### config.mk
export PLATFORM = sky130hd
export DESIGN_NAME = sqrt_share_arb
export DESIGN_NICKNAME = d
export VERILOG_FILES = /design/src/rtl/fpga_cfg_pkg.sv /design/src/rtl/sqrt_share_arb_tag_fifo.sv /design/src/rtl/sqrt_share_arb.sv
export SDC_FILE = /design/constraint.sdc
export NUM_CORES = 1
export LEC_CHECK = 0
export BUFFER_PORTS_ARGS = -buffer_cell sky130_fd_sc_hd__buf_2
export CORE_MARGIN = 2
export CORE_UTILIZATION = 40
export CTS_CLUSTER_SIZE = 10
export DETAILED_ROUTE_END_ITERATION = 10
export PLACE_DENSITY = 0.74
export SLEW_MARGIN = 20
export SYNTH_ARGS = -nofsm -noshare
export SYNTH_HDL_FRONTEND = slang
export SYNTH_SLANG_ARGS = --single-unit
### constraint.sdc
create_clock -name clk -period 2.5 [get_ports clk]
set_input_delay 0.375 -clock clk [delete_from_list [all_inputs] [get_ports clk]]
set_output_delay 0.375 -clock clk [all_outputs]
set_load 0.02 [all_outputs]
### src/rtl/fpga_cfg_pkg.sv
// Shared fixed-point configuration for the path-generation datapath.
// Also holds the requester count and tag type for the shared sqrt arbiter.
package fpga_cfg_pkg;

  localparam int FP_WIDTH      = 32;
  localparam int FP_QINT       = 16;
  localparam int SQRT_ARB_NREQ = 4;

  typedef logic [$clog2(SQRT_ARB_NREQ)-1:0] sqrt_tag_t;

endpackage

### src/rtl/sqrt_share_arb_tag_fifo.sv
// Synchronous FIFO that remembers which requester owns each in-flight sqrt op.
// Push/pop are ignored when full/empty respectively; occupancy count is registered.
module sqrt_share_arb_tag_fifo #(
  parameter int DW    = 2,
  parameter int DEPTH = 8
)(
  input  logic                         clk,
  input  logic                         rst_n,
  input  logic                         i_push,
  input  logic [DW-1:0]                i_data,
  input  logic                         i_pop,
  output logic [DW-1:0]                o_data,
  output logic                         o_full,
  output logic                         o_empty,
  output logic [$clog2(DEPTH+1)-1:0]   o_count
);

  localparam int AW = (DEPTH > 1) ? $clog2(DEPTH) : 1;
  localparam int CW = $clog2(DEPTH + 1);

  logic [DW-1:0] r_mem [DEPTH];
  logic [AW-1:0] r_wr;
  logic [AW-1:0] r_rd;
  logic [CW-1:0] r_cnt;
  logic          w_do_push;
  logic          w_do_pop;

  assign o_full    = (r_cnt == CW'(DEPTH));
  assign o_empty   = (r_cnt == {CW{1'b0}});
  assign o_count   = r_cnt;
  assign o_data    = r_mem[r_rd];
  assign w_do_push = i_push & ~o_full;
  assign w_do_pop  = i_pop & ~o_empty;

  // Tag storage; contents beyond the count are never observed, so no reset.
  always_ff @(posedge clk) begin
    if (w_do_push) begin
      r_mem[r_wr] <= i_data;
    end
  end

  // Pointers and occupancy.
  always_ff @(posedge clk or negedge rst_n) begin
    if (!rst_n) begin
      r_wr  <= {AW{1'b0}};
      r_rd  <= {AW{1'b0}};
      r_cnt <= {CW{1'b0}};
    end else begin
      if (w_do_push) begin
        r_wr <= (r_wr == AW'(DEPTH - 1)) ? {AW{1'b0}} : r_wr + 1'b1;
      end
      if (w_do_pop) begin
        r_rd <= (r_rd == AW'(DEPTH - 1)) ? {AW{1'b0}} : r_rd + 1'b1;
      end
      case ({w_do_push, w_do_pop})
        2'b10:   r_cnt <= r_cnt + 1'b1;
        2'b01:   r_cnt <= r_cnt - 1'b1;
        default: r_cnt <= r_cnt;
      endcase
    end
  end

endmodule

### src/rtl/sqrt_share_arb.sv
// Round-robin arbiter sharing one fixed-latency, non-stallable sqrt pipeline among N_REQ lanes.
// A tag FIFO records the owner of each issued op so results route back in issue order.
module sqrt_share_arb
  import fpga_cfg_pkg::*;
#(
  parameter int N_REQ        = SQRT_ARB_NREQ,
  parameter int WIDTH        = FP_WIDTH,
  parameter int QINT         = FP_QINT,
  parameter int MAX_INFLIGHT = 8
)(
  input  logic                                clk,
  input  logic                                rst_n,
  input  logic [N_REQ-1:0]                    req_valid,
  output logic [N_REQ-1:0]                    req_ready,
  input  logic [N_REQ*WIDTH-1:0]              req_data,
  output logic                                sq_valid_in,
  output logic [WIDTH-1:0]                    sq_a,
  input  logic                                sq_valid_out,
  input  logic [WIDTH-1:0]                    sq_result,
  output logic [N_REQ-1:0]                    rsp_valid,
  output logic [WIDTH-1:0]                    rsp_data,
  output logic [$clog2(MAX_INFLIGHT+1)-1:0]   inflight,
  output logic                                err_neg,
  output logic                                err_orphan,
  input  logic                                clr_err
);

  localparam int TAG_W = $clog2(N_REQ);

  if (N_REQ < 2 || N_REQ > 16) begin : g_bad_nreq
    $error("N_REQ must be in 2..16");
  end
  if (QINT < 0 || QINT > WIDTH) begin : g_bad_qint
    $error("QINT must lie within WIDTH");
  end

  logic [TAG_W-1:0] r_rr_ptr;
  logic             r_sq_valid;
  logic [WIDTH-1:0] r_sq_a;
  logic [N_REQ-1:0] r_rsp_valid;
  logic [WIDTH-1:0] r_rsp_data;
  logic             r_err_neg;
  logic             r_err_orphan;

  logic             w_found;
  logic [TAG_W-1:0] w_win;
  logic [TAG_W-1:0] w_cand;
  logic [WIDTH-1:0] w_op;
  logic             w_neg;
  logic             w_push;
  logic             w_pop;
  logic             w_orphan;
  logic             w_full;
  logic             w_empty;
  logic [TAG_W-1:0] w_tag_head;

  // Rotating priority search starting one past the last winner.
  always_comb begin
    w_found = 1'b0;
    w_win   = {TAG_W{1'b0}};
    w_cand  = {TAG_W{1'b0}};
    for (int k = 1; k <= N_REQ; k++) begin
      w_cand = TAG_W'((int'(r_rr_ptr) + k) % N_REQ);
      if (!w_found && req_valid[w_cand]) begin
        w_found = 1'b1;
        w_win   = w_cand;
      end else begin
        w_found = w_found;
      end
    end
  end

  // Grant only while the registered full flag is clear, so a same-cycle pop cannot unblock.
  always_comb begin
    req_ready = {N_REQ{1'b0}};
    if (w_found && !w_full) begin
      req_ready = {{(N_REQ-1){1'b0}}, 1'b1} << w_win;
    end else begin
      req_ready = {N_REQ{1'b0}};
    end
  end

  assign w_push   = w_found & ~w_full;
  assign w_op     = req_data[w_win*WIDTH +: WIDTH];
  assign w_neg    = w_op[WIDTH-1];
  assign w_pop    = sq_valid_out & ~w_empty;
  assign w_orphan = sq_valid_out & w_empty;

  sqrt_share_arb_tag_fifo #(
    .DW    (TAG_W),
    .DEPTH (MAX_INFLIGHT)
  ) u_tag_fifo (
    .clk     (clk),
    .rst_n   (rst_n),
    .i_push  (w_push),
    .i_data  (w_win),
    .i_pop   (w_pop),
    .o_data  (w_tag_head),
    .o_full  (w_full),
    .o_empty (w_empty),
    .o_count (inflight)
  );

  // Issue, response and round-robin pointer registers.
  always_ff @(posedge clk or negedge rst_n) begin
    if (!rst_n) begin
      r_rr_ptr    <= TAG_W'(N_REQ - 1);
      r_sq_valid  <= 1'b0;
      r_sq_a      <= {WIDTH{1'b0}};
      r_rsp_valid <= {N_REQ{1'b0}};
      r_rsp_data  <= {WIDTH{1'b0}};
    end else begin
      r_rr_ptr    <= w_push ? w_win : r_rr_ptr;
      r_sq_valid  <= w_push;
      // Negative operands still occupy a slot so the requester gets a (zero) answer.
      r_sq_a      <= w_push ? (w_neg ? {WIDTH{1'b0}} : w_op) : r_sq_a;
      r_rsp_valid <= w_pop ? ({{(N_REQ-1){1'b0}}, 1'b1} << w_tag_head) : {N_REQ{1'b0}};
      r_rsp_data  <= w_pop ? sq_result : r_rsp_data;
    end
  end

  // Sticky error flags; a clear wins over a simultaneous new event.
  always_ff @(posedge clk or negedge rst_n) begin
    if (!rst_n) begin
      r_err_neg    <= 1'b0;
      r_err_orphan <= 1'b0;
    end else if (clr_err) begin
      r_err_neg    <= 1'b0;
      r_err_orphan <= 1'b0;
    end else begin
      r_err_neg    <= r_err_neg | (w_push & w_neg);
      r_err_orphan <= r_err_orphan | w_orphan;
    end
  end

  assign sq_valid_in = r_sq_valid;
  assign sq_a        = r_sq_a;
  assign rsp_valid   = r_rsp_valid;
  assign rsp_data    = r_rsp_data;
  assign err_neg     = r_err_neg;
  assign err_orphan  = r_err_orphan;

endmodule

After elaboration in Yosys (flattened, before gate mapping)
Memory sizes are Yosys's and may differ from the RTL's.
Index checks and enable logic that the tools add are counted.
Widths: inputs -> output; s select.

word-level totals
  flip-flop bits (word level) = 83
  output and inout bits = 79
  input port bits = 168
  bits in latches = 0
  RAM bits = 16
  memory bits (read-only) = 0
  memories = 1

operators by class
  $lt $le $gt $ge = 4
  bitwise operators = 10
  mux-type cells = 26
  equality and inequality tests = 5
  div/mod/pow operators = 0
  multiply operators = 0
  add/subtract/negate cells = 8
  reduce and logical (&&, ||, !) cells = 10
  shifts and indexed selects = 3

memory list
  name              words  bits a word  rd ports  clocked after memory_dff  wr ports  line                           text
  u_tag_fifo.r_mem  8      2            1         0                         1         sqrt_share_arb_tag_fifo.sv:21  logic [DW-1:0] r_mem [DEPTH];

operators by type and width
  kind                 number
  $shiftx 128x8->32    1
  $mux 31              1
  $lt 2x3->1 const B   4
  $mux 1               12
  $bmux 1 s2           4
  $mux 2               4
  $mux 4               2
  $pmux 4 s2           1
  $shl 1x2->4 const A  2
  $add 3x1->3 const B  2
  $and 1x1->1          6
  $eq 3x3->1 const B   2
  $mux 3               2
  $add 2x1->2 const B  2
  $add 2x2->2 const B  2
  $add 4x1->4 const B  1
  $eq 4x4->1 const B   1
  $logic_and 1x1->1    4
  $logic_not 1->1      4
  $logic_not 4->1      1
  $sub 4x1->4 const B  1
  $eq 2x1->1 const B   1
  $eq 2x2->1 const B   1
  $not 1->1            2
  other kinds (2)      3

Depth between registers and ports, before layout
  depth in word-level cells = 17
  mapped depth = 12

Cells and area by module
From an unflattened synthesis, not the netlist that was laid out.

unflattened totals
  cell total of the unflattened synthesis = 426
  area, all modules = 5,232.5 um^2

modules (own cells, without submodules)
  module                   instances  cells each  area each (um^2)  seq. area each (um^2)
  sqrt_share_arb           1          336         3,906.2           1,804.2
  sqrt_share_arb_tag_fifo  1          90          1,326.3           730.7

Worst setup path before layout
OpenSTA, ideal clock, no wires.

  path type = register to register
  start = register u_tag_fifo.r_cnt[1] (netlist: u_tag_fifo.o_count[1])
  end = register u_tag_fifo.r_cnt[2] (netlist: u_tag_fifo.o_count[2])
  setup time = 0.133 ns
  setup slack = -0.211 ns
  stages on the path, launching flop included = 13
  arrival time = 2.577 ns
  data required time = 2.367 ns
  cells stage by stage = dfrtp_1 buf_2 nor4b_2 a21o_1 clkbuf_2 buf_1 ha_1 xor2_1 ha_1 a21oi_1 xnor2_1 nand2_1 xnor2_1

on the way
  longest elaborated chain between the ends = 6
  elaborated cells between the ends (all ways) = 14
  those cells by class = 2 x add/sub; 3 x eq/ne; 1 x mux; 6 x bitwise; 2 x reduce/logical

ends and longest elaborated chain
  what                                                    line                                                          text
  from (decl)                                             sqrt_share_arb_tag_fifo.sv:24                                 logic [CW-1:0] r_cnt;
  from (signal assigned)                                  sqrt_share_arb_tag_fifo.sv:47                                 r_cnt <= {CW{1'b0}};
  from (signal assigned)                                  sqrt_share_arb_tag_fifo.sv:56                                 2'b10: r_cnt <= r_cnt + 1'b1;
  from (signal assigned)                                  sqrt_share_arb_tag_fifo.sv:57                                 2'b01: r_cnt <= r_cnt - 1'b1;
  $eq 4x4->1 / $logic_not 4->1 (equally long branches)    sqrt_share_arb_tag_fifo.sv:28, sqrt_share_arb_tag_fifo.sv:29
  $not 1->1 (on tied branches)                            -
  $and 1x1->1 (on tied branches)                          sqrt_share_arb.sv:83, sqrt_share_arb.sv:86
  $and 1x1->1 (on tied branches)                          sqrt_share_arb_tag_fifo.sv:32, sqrt_share_arb_tag_fifo.sv:33
  $eq 2x1->1 / $eq 2x2->1 (equally long branches)         sqrt_share_arb_tag_fifo.sv:55                                 case ({w_do_push, w_do_pop})
  $pmux 4 s2 / $reduce_bool 2->1 (equally long branches)  -

Several ways; a longest one is shown, not always the timed one.
A chain may end at the register's enable or synchronous reset.

Worst setup path after layout
  start = register u_tag_fifo.r_cnt[0] (netlist: u_tag_fifo.o_count[0])
  end = output port req_ready[2]

on the way
  longest elaborated chain between the ends = 4

ends and longest elaborated chain
  what               line                           text
  $eq 4x4->1         sqrt_share_arb_tag_fifo.sv:28  assign o_full = (r_cnt == CW'(DEPTH));
  $logic_not 1->1    sqrt_share_arb.sv:76           if (w_found && !w_full) begin
  $logic_and 1x1->1  sqrt_share_arb.sv:76
  $mux 4             sqrt_share_arb.sv:76
  to (decl)          sqrt_share_arb.sv:14           output logic [N_REQ-1:0] req_ready,

Every way passes these cells.

==> key figures <==
Worst setup path
  – Critical Path Fanout Max: 8
  – Worst EP required: 2.12 ns
  – CP cell instances: nor4b_4, a21o_2, inv_1, and3_1, buf_2
  – Worst r2r src: r_rr_ptr[0]$_DFFE_PN1P_
  – Startpoint types: flip-flop
  – Worst path slowest cell: dfrtp_1
  – R2R cell count: 7
  – Setup CP Type: reg2out
  – Worst reg2reg endpoint: sq_a[27]$_DFFE_PN0P_
  – Critical path's top delay family: simple AND/OR/NAND/NOR gates
  – CP Buf/Inv Count: 2
  – Slowest Stage Delay on Critical Path: 0.54 ns
  – Crit path DAT: 2.00 ns
  – R2r setup slk: 0.13 ns
  – CP endpoint kind: output pin

Yosys
  – Synth warn: 0
  – Number of synthesized register bits: 98
  – Synth async-reset ratio: 83.7%
  – Seq/Total Area, Yosys: 50.1%
  – Top cells by area, synth: dfrtp_1, mux2i_1, nand2_1
  – Share of the synthesized area in the top cell type: 39.6%
  – Count leader, synth: nand2_1
  – Syn Inst Count: 450
  – Leading area contributor after synthesis: dfrtp_1
  – Distinct cells, synth: 48
  – Cell area after synthesis: 5060 um^2
  – Post-synth EDFFs: 16
  – Post-synth top cells: nand2_1, dfrtp_1, mux2i_1
  – Main synth FF type: dfrtp_1
  – Synth Net Count: 625
  – Mean Syn Cell Area: 11.2 um^2

Clock tree
  – Post-CTS setup buffer count: 0
  – H-Tree Depth: 3
  – CTS tree: built
  – Clock buffer count from CTS: 9
  – Max Root-Sink Buffers: 2
  – Clock Root Buffer: clkbuf_16
  – Clock transition at path regs: 0.06 ns
  – Clock insertion delay at the later pin of the skew report: 0.35 ns
  – Clock sinks: 98

STA
  – Skew final: 0.0112 ns
  – Final max-slew violation count: 0
  – Final setup violating endpoints: 0
  – Setup_tns: 0 ns
  – Highest Clock Rate: 422 MHz
  – Least-Margin Pin Slew: 0.533 ns
  – Max transition margin: 64.1%
  – Hold Vio Cnt, Final: 0
  – Tmin final: 2.37 ns
  – RSZ-0062 raised after global routing: no
  – Final worst-path cycle share: 94.9%

Place
  – Port buffer count: 245
  – GPL Wtd Cong: 0.794
  – Placed cell area: 6500 um^2
  – HPWL Detailed: 10,700 um

Route
  – Drt total wl: 13,800 um
  – Iteration-0 DRC Markers: 223
  – DR pass1 iterations: 4
  – Final antenna-violating net count: 0
  – Vias: 4,309
  – Vias per inst: 4.96
  – Drc violations: 0
  – DR WL/cell: 15.9 um

Floorplanning
  – Starting Density: 40.6%
  – IO Pins: 247
  – Core Region: 12,500 um^2
  – Die span in y: 116 um
  – Die ar.: 13,600 um^2
  – Num rows: 41
  – Die X: 116 um

GRT
  – Antenna violations before repair: 0
  – First-pass GRT wire length: 20,900 um
  – Number of global-route vias before repair: 4,193
  – Pin count of the biggest net entering global routing: 45
  – Global-route usage over all layers: 20.3%
  – GR Overflow Total: 0

Final layout
  – Fill count: 1,117
  – Multi-input combinational cell area: 2370 um^2
  – Area growth, synth to finish: 34.7%
  – Fraction of layout cells with a size suffix above 1: 46.9%
  – Layout Nets: 867
  – Cell area after layout: 6820 um^2
  – Reg area: 2530 um^2
  – Final Util: 54.7%
  – Ant diodes: 0

Status
  – Status: finished, final reports clean

Flow run
  – Max_cap viols: 0

Pwr
  – Pwr/cell area: 1150 nW/um^2
  – Leak pwr: 3.50 nW
  – Total power: 0.00782 W
  – Max IR drop VDD: 0.473 mV

Hold path
  – Hold Crit Class: in2async
==> area by class of cell <==
cell class | count | share of cell area [%]
Timing Repair Buffer | 259 | 20.3
Inverter | 6 | 0.330
Clock inverter | 6 | 0.936
Sequential cell | 98 | 37.2
Clock buffer | 10 | 3.36
Tap cell | 172 | 3.16
Multi-Input combinational cell | 318 | 34.7
==> how the worst max path moves through the flow <==
stage	slack, ns	endpoint	start	cells past startpoint
detailed placement	0.1	u_tag_fifo.o_count[2]$_DFFE_PN0P_	u_tag_fifo.o_count[0]$_DFFE_PN0P_	9
global route	0.009	sq_a[27]$_DFFE_PN0P_	r_rr_ptr[0]$_DFFE_PN1P_	7
floorplan	0.01	u_tag_fifo.o_count[2]$_DFFE_PN0P_	u_tag_fifo.o_count[1]$_DFFE_PN0P_	12
finish	0.13	req_ready[2]	u_tag_fifo.o_count[0]$_DFFE_PN0P_	5
CTS	0.006	req_ready[2]	u_tag_fifo.o_count[0]$_DFFE_PN0P_	5
global placement	0.19	u_tag_fifo.o_count[2]$_DFFE_PN0P_	u_tag_fifo.o_count[0]$_DFFE_PN0P_	9
==> metrics by stage <==
step                      hold slack [ns]  worst slack (ns)  std cells
after detailed placement            0.391            0.0974        853
final                             0.00309             0.128        869
after CTS                          0.0157           0.00612        869
after floorplan                    0.0794            0.0117        450
after global placement              0.387             0.186        853
after global routing               0.0394           0.00860        869
==> placed cells by master (no fill, tap or decap), types with 2 or more instances in the layout <==
master     netlist  routed
o221ai_2        31      31
dfstp_2          2       2
mux2i_1         64      64
xnor2_1          4       4
clkbuf_16        0       9
buf_4            5      11
nor3b_1          3       3
nor3_1           6       6
buf_12           0       4
inv_1            5       5
o22ai_1          2       2
mux2_2           2       2
dfrtp_1         80      80
nand2b_1         6       6
edfxtp_1        16      16
nor2_1           9       9
a21o_1           3       2
and3_1           2       2
a211oi_1         2       2
buf_2            5     244
ha_1             7       6
o21ai_0          2       2
nor4b_1          2       2
inv_6            0       2
mux4_2           4       4
nand2_1        146     146
a21oi_1          2       2
==> cell families (layout without fill, tap and decap cells) <==
kind of cell	after synthesis	after routing	share of synthesized area, %
AND/OR/NAND/NOR	182	182	15.6
multiplexers	70	70	14.9
buffers and inverters	34	281	3.93
AO/OA/AOI/OAI	53	53	12.8
other	1	1	0.0741
XOR/XNOR	5	5	0.865
adder cells (fa/ha/maj)	7	7	1.73
flip-flops	98	98	50.1
==> sequential cells by signal, indices dropped and copies added (netlist names), 2 cells and up <==
name                cells
rsp_data               32
u_tag_fifo.r_mem       16
sq_a                   31
rsp_valid               4
r_rr_ptr                2
u_tag_fifo.o_count      4
u_tag_fifo.r_wr         3
u_tag_fifo.r_rd         3
==> what timing repair did <==
action                     in CTS  in global routing
resized for setup               1                  3
hold endpoints to repair        0                  0
setup endpoints to repair       2                  4
hold buffers                    0                  0
==> power by group <==
part,internal [W],switching [W],leakage [nW]
Clock,0.000778,0.000604,0.141
Sequential,0.00224,0.000418,1.17
Combinational,0.00157,0.00221,2.20
==> layer usage <==
layer  up-vias  global-route usage, %  wire length (um)
met3        23                   5.45              1110
met4         0                   7.94               327
met5         -                      0                 0
met2       193                   35.6              6850
li1       2081                      -                 -
met1      2012                   23.6              5520
Power figures use the tool's default switching activity.
